[config.mk]
export PLATFORM = sky130hd
export DESIGN_NAME = pipe_field
export DESIGN_NICKNAME = d
export VERILOG_FILES = /design/src/rtl/flab_pkg.sv /design/src/rtl/lfsr8.sv /design/src/rtl/pipe_field.sv
export SDC_FILE = /design/constraint.sdc
export NUM_CORES = 1
export LEC_CHECK = 0
export BUFFER_PORTS_ARGS = -buffer_cell sky130_fd_sc_hd__buf_2
export CAP_MARGIN = 0
export CORE_ASPECT_RATIO = 1.75
export CORE_MARGIN = 8
export CORE_UTILIZATION = 45
export CTS_BUF_LIST = sky130_fd_sc_hd__clkbuf_4
export DETAILED_ROUTE_END_ITERATION = 7
export PLACE_DENSITY_LB_ADDON = 0.12
export SYNTH_ARGS = -nofsm -noshare
export SYNTH_HDL_FRONTEND = slang
export SYNTH_SLANG_ARGS = --single-unit
[constraint.sdc]
create_clock -name clk -period 6.5 [get_ports clk]
set_clock_uncertainty 0.1 [all_clocks]
set_input_delay 1.3 -clock clk [delete_from_list [all_inputs] [get_ports clk]]
set_output_delay 1.3 -clock clk [all_outputs]
set_load 0.01 [all_outputs]
[src/rtl/flab_pkg.sv]
// Shared constants and types for the FLAB game datapath: field geometry,
// bird columns, field FSM states, LFSR taps and the pipe gap helper.
package flab_pkg;

  localparam int NROWS         = 8;
  localparam int NCOLS         = 8;
  localparam int BIRD_TAIL_COL = 1;
  localparam int BIRD_HEAD_COL = 2;

  // Feedback taps b7, b5, b4, b3 of the 8-bit Fibonacci LFSR
  localparam logic [7:0] LFSR_TAPS = 8'b1011_1000;

  typedef enum logic {
    RUN  = 1'b0,
    STOP = 1'b1
  } fieldState;

  // Gap of gap_h ones starting at row lfsr[1:0]+1; a pipe column is its complement
  function automatic logic [7:0] gap_mask(input logic [1:0] sel, input int gap_h);
    logic [7:0] ones;
    logic [2:0] g;
    ones = 8'((1 << gap_h) - 1);
    g    = {1'b0, sel} + 3'd1;
    return ones << g;
  endfunction

endpackage

[src/rtl/lfsr8.sv]
// 8-bit Fibonacci LFSR, shifting left; steps only when en is high.
module lfsr8
  import flab_pkg::*;
#(
  parameter logic [7:0] seed = 8'hA5
) (
  input  logic       clk,
  input  logic       reset,
  input  logic       en,
  output logic [7:0] q
);

  logic [7:0] lfsr_q, lfsr_d;

  always_comb begin
    lfsr_d = lfsr_q;
    if (en) lfsr_d = {lfsr_q[6:0], ^(lfsr_q & LFSR_TAPS)};
  end

  always_ff @(posedge clk or posedge reset) begin
    if (reset) lfsr_q <= seed;
    else       lfsr_q <= lfsr_d;
  end

  assign q = lfsr_q;

endmodule

[src/rtl/pipe_field.sv]
// Scrolling pipe field for FLAB: spawns gapped pipes, detects bird/pipe
// overlap, counts passed pipes and freezes on crash or boundary game over.
//
// state | meaning
// RUN   | field advances on each cont tick
// STOP  | field frozen after crash or gameOver; only reset leaves it
module pipe_field
  import flab_pkg::*;
#(
  parameter int         SPAWN_GAP = 4,
  parameter int         GAP_H     = 3,
  parameter logic [7:0] LFSR_SEED = 8'hA5
) (
  input  logic        clk,
  input  logic        reset,
  input  logic        cont,
  input  logic [7:0]  head,
  input  logic [7:0]  tail,
  input  logic        gameOver,
  output logic [63:0] field,
  output logic        crash,
  output logic [7:0]  score,
  output logic        running
);

  localparam logic [3:0] SPAWN_RELOAD = 4'(SPAWN_GAP - 1);

  fieldState  state_q, state_d;
  logic [7:0] col_q [NCOLS];
  logic [7:0] col_d [NCOLS];
  logic [3:0] spawn_cnt_q, spawn_cnt_d;
  logic [7:0] score_q, score_d;
  logic       crash_q, crash_d;
  logic [7:0] lfsr;
  logic       overlap, adv, crash_next;

  lfsr8 #(.seed(LFSR_SEED)) u_lfsr (
    .clk   (clk),
    .reset (reset),
    .en    (adv),
    .q     (lfsr)
  );

  assign overlap    = (|(col_q[BIRD_TAIL_COL] & tail)) | (|(col_q[BIRD_HEAD_COL] & head));
  assign adv        = cont & (state_q == RUN) & ~overlap & ~gameOver;
  assign crash_next = overlap & (state_q == RUN);

  // FSM: state register
  always_ff @(posedge clk or posedge reset) begin
    if (reset) state_q <= RUN;
    else       state_q <= state_d;
  end

  // FSM: next state
  always_comb begin
    state_d = state_q;
    case (state_q)
      RUN:     if (crash_next || gameOver) state_d = STOP;
      STOP:    state_d = STOP;
      default: state_d = RUN;
    endcase
  end

  // FSM: outputs
  always_comb begin
    running = (state_q == RUN);
  end

  always_comb begin
    for (int c = 0; c < NCOLS; c++) col_d[c] = col_q[c];
    spawn_cnt_d = spawn_cnt_q;
    score_d     = score_q;
    crash_d     = crash_q | crash_next;
    if (adv) begin
      for (int c = 0; c < NCOLS - 1; c++) col_d[c] = col_q[c + 1];
      if (spawn_cnt_q == 4'd0) begin
        col_d[NCOLS-1] = ~gap_mask(lfsr[1:0], GAP_H);
        spawn_cnt_d    = SPAWN_RELOAD;
      end else begin
        col_d[NCOLS-1] = 8'h00;
        spawn_cnt_d    = spawn_cnt_q - 4'd1;
      end
      // A pipe still in the tail column is about to slide past the bird
      if (col_q[BIRD_TAIL_COL] != 8'h00 && score_q != 8'hFF) score_d = score_q + 8'd1;
    end
  end

  always_ff @(posedge clk or posedge reset) begin
    if (reset) begin
      for (int c = 0; c < NCOLS; c++) col_q[c] <= 8'h00;
      spawn_cnt_q <= SPAWN_RELOAD;
      score_q     <= 8'h00;
      crash_q     <= 1'b0;
    end else begin
      for (int c = 0; c < NCOLS; c++) col_q[c] <= col_d[c];
      spawn_cnt_q <= spawn_cnt_d;
      score_q     <= score_d;
      crash_q     <= crash_d;
    end
  end

  always_comb begin
    field = '0;
    for (int c = 0; c < NCOLS; c++) field[NROWS*c +: NROWS] = col_q[c];
  end

  assign crash = crash_q;
  assign score = score_q;

endmodule
==> metrics.txt <==
result of the run finished, final reports clean; fraction of layout instances using a drive strength above 1 44.85%; Avg Inst Size Synth 13.88 sq um; min-delay worst type flip-flop to flip-flop; cts hold-fix bufs 0; post-route total power 765.7 uW; post-CTS setup buffer count 0; number of warnings issued by yosys 0; number of DRC markers after the initial detailed-route iteration 130; Final nets 347; kind of capture point of the worst setup path flip-flop; critical-path cell list buf_2 -> o21ai_0 -> nand4_1 -> nor3_1 -> nand3_4 -> mux2_1; instance area at placement 3761 sq um; max layer used met4; TritonCTS clock tree yes; Worst setup SP type primary input; ratio of total power to cell area 197.8 nW/um^2; GRT Residual Overflow 0; number of cells in the design after placement 400; Num CTS Buffers 9; worst-case vdd ir drop 0.1225 mV; upper clock frequency limit 301.1 MHz; mean number of vias per cell 5.161; met1 WL 2867 microns; Synth Cell Area 3289 sq um; total negative slack for setup checks 0 ns; number of failing setup endpoints in the final timing report 0; die area 10410 sq um; Die Y-Extent 129.1 microns; clock latency at the later pin of the worst-skew pair 0.42 ns; first-pass GRT wire length 11410 microns; final routed wire length divided by cell count 17.20 microns; gpl congestion 0.7702; Worst Max-Slew Pin Slew 0.9679 ns; top fanout value on the critical path 66; final instance area 3871 sq um; via count of the first global-routing pass 2236; normalized max-slew margin 35.47%; max cap viols 0; reported leakage power 0.002269 uW; clk sinks 78; critical path class primary input to flip-flop; top cell type's share of synthesized area 54.77%; wire length after detailed routing 7173 microns; CTS root buf clkbuf_4; Max Root-Sink Buffers 2; total core area 7131 sq um; highest-delay cell along the critical path nand3_4; number of gates resized after cts 0; buffers added on ports 93; arrival time reported for the critical path endpoint 3.52 ns; Met3 Routed Length 480 microns; sequential share of the synthesized area 59.57%; post-CTS clock slew at the launch and capture registers of the worst setup and hold paths 0.11 ns; FF+latch count, synth 78; antenna violations before repair 1; max-slew violation count 0; minimum hold slack 0.3714 ns; HPWL Detailed 5062 microns; Row Count 41; pin count of the biggest net entering global routing 79; endpoints failing hold 0; final standard cell count with taps included and fillers excluded 417; top-level I/O count 94; layout overhead on the synthesized area 17.69%; number of levels in the clock H-tree 3; top post-synthesis cells by area dfrtp_1, mux2_1, mux2_2, dfstp_2, buf_4; Yosys top cell by area dfrtp_1; antenna viol nets, final 0; Final Cycle Share 51.09%; Via Count 2152; required time of the critical path 6.70 ns; DRC errors left 0; width of the chip 80.63 microns; total of fill cells in the finished design 660; clock period minus worst slack 3.321 ns; post-synth net total 259; routed wire length on met2 3682 microns; count of cell types in the netlist 32; Critical Path Max Stage Delay 0.74 ns; global router's overall resource usage 14.40%; effective utilization at floorplan 46.13%; Mapped Cells 237; DRT Pass-1 Iters 4; RSZ-0062 raised after global routing false
==> final cells by class <==
class,instances,area (sq um),share of cell area (%)
Clock inverter,4,17.52,0.4525
Timing Repair Buffer,94,473.0,12.22
Sequential cell,78,1959,50.61
Antenna cell,1,2.502,0.06464
Tap cell,86,107.6,2.780
Clock buffer,12,90.09,2.327
Multi-Input combinational cell,136,1197,30.93
Inverter,6,23.77,0.6141
==> cells in the final DEF, fill, tap and decap left out, drive strengths merged, types with 5 or more instances in the layout <==
master,instances
a22oi,6
clkinv,5
inv,5
nand2,11
nand4,5
mux2,61
o21ai,5
buf,94
a21o,5
nor3,9
dfrtp,72
clkbuf,12
xor2,8
nor4,7
dfstp,6
==> routing by layer <==
layer  global-route usage (%)  vias up
li1                         -     1015
met1                    16.54     1069
met2                    23.29       59
met3                    4.438        9
met4                    7.328        0
met5                        0        -
==> stage by stage <==
stage	utilization [%]	setup WS, ns
final	54.29	3.179
after global placement	52.75	2.710
after detailed placement	52.75	2.652
after floorplan	-	3.115
after CTS	54.26	3.136
after global routing	54.29	2.998
==> Yosys cell counts (all sizes together) <==
library cell and count:
o21ai 5, and3 1, and2 1, nand4 5
nand3 2, xor2 8, buf 15, or4 2
nor4 7, nor2 3, a21oi 2, o41ai 1
xnor2 2, mux2i 1, or3 2, dfstp 6
ha 2, mux2 61, clkbuf 2, nor3 9
inv 6, nand2 11, dfrtp 72, a21o 5
a22oi 6
==> power breakdown <==
part	switching, uW	internal [uW]	total [uW]
combinational	17.8	10.4	28.2
clock	154	88.2	242
sequential	4.59	491	495
==> final timing paths <==
kind	startpoint	end	slack, ns	cells past startpoint
setup / recovery	tail[0]	field[58]	3.18	6
hold / removal	crash	crash	0.37	1
setup reg to reg	field[14]	field[58]	3.74	5
hold reg to reg	crash	crash	0.37	1
max in group asynchronous	reset	field[21]	4.62	3
min in group asynchronous	reset	spawn_cnt_q[3]	1.06	3
==> sequential cells by signal, indices dropped and copies added (netlist names) <==
| signal | count |
|---|---|
| field | 56 |
| score | 8 |
| u_lfsr.q | 8 |
| spawn_cnt_q | 4 |
| crash | 1 |
| state_q | 1 |
==> kinds of logic (layout without fill, tap and decap cells) <==
group           count (synthesis)  count (layout)  share of synthesized area, %
flops                          78              78                         59.57
buf+inv                        23             116                         4.412
xor+xnor                       10              10                         2.663
mux                            62              62                         21.19
other cells                     0               1                             0
compound gates                 19              19                         4.146
fa+ha+maj                       2               2                        0.7606
simple gates                   43              43                         7.265
==> worst max-delay path, delay by kind of cell <==
| kind | cells | cell delay [ns] |
|---|---|---|
| multiplexers | 1 | 0.60 |
| buffers and inverters | 1 | 0.09 |
| AND/OR/NAND/NOR | 3 | 1.29 |
| AO/OA/AOI/OAI | 1 | 0.20 |
(Power assumes the default switching activity.)
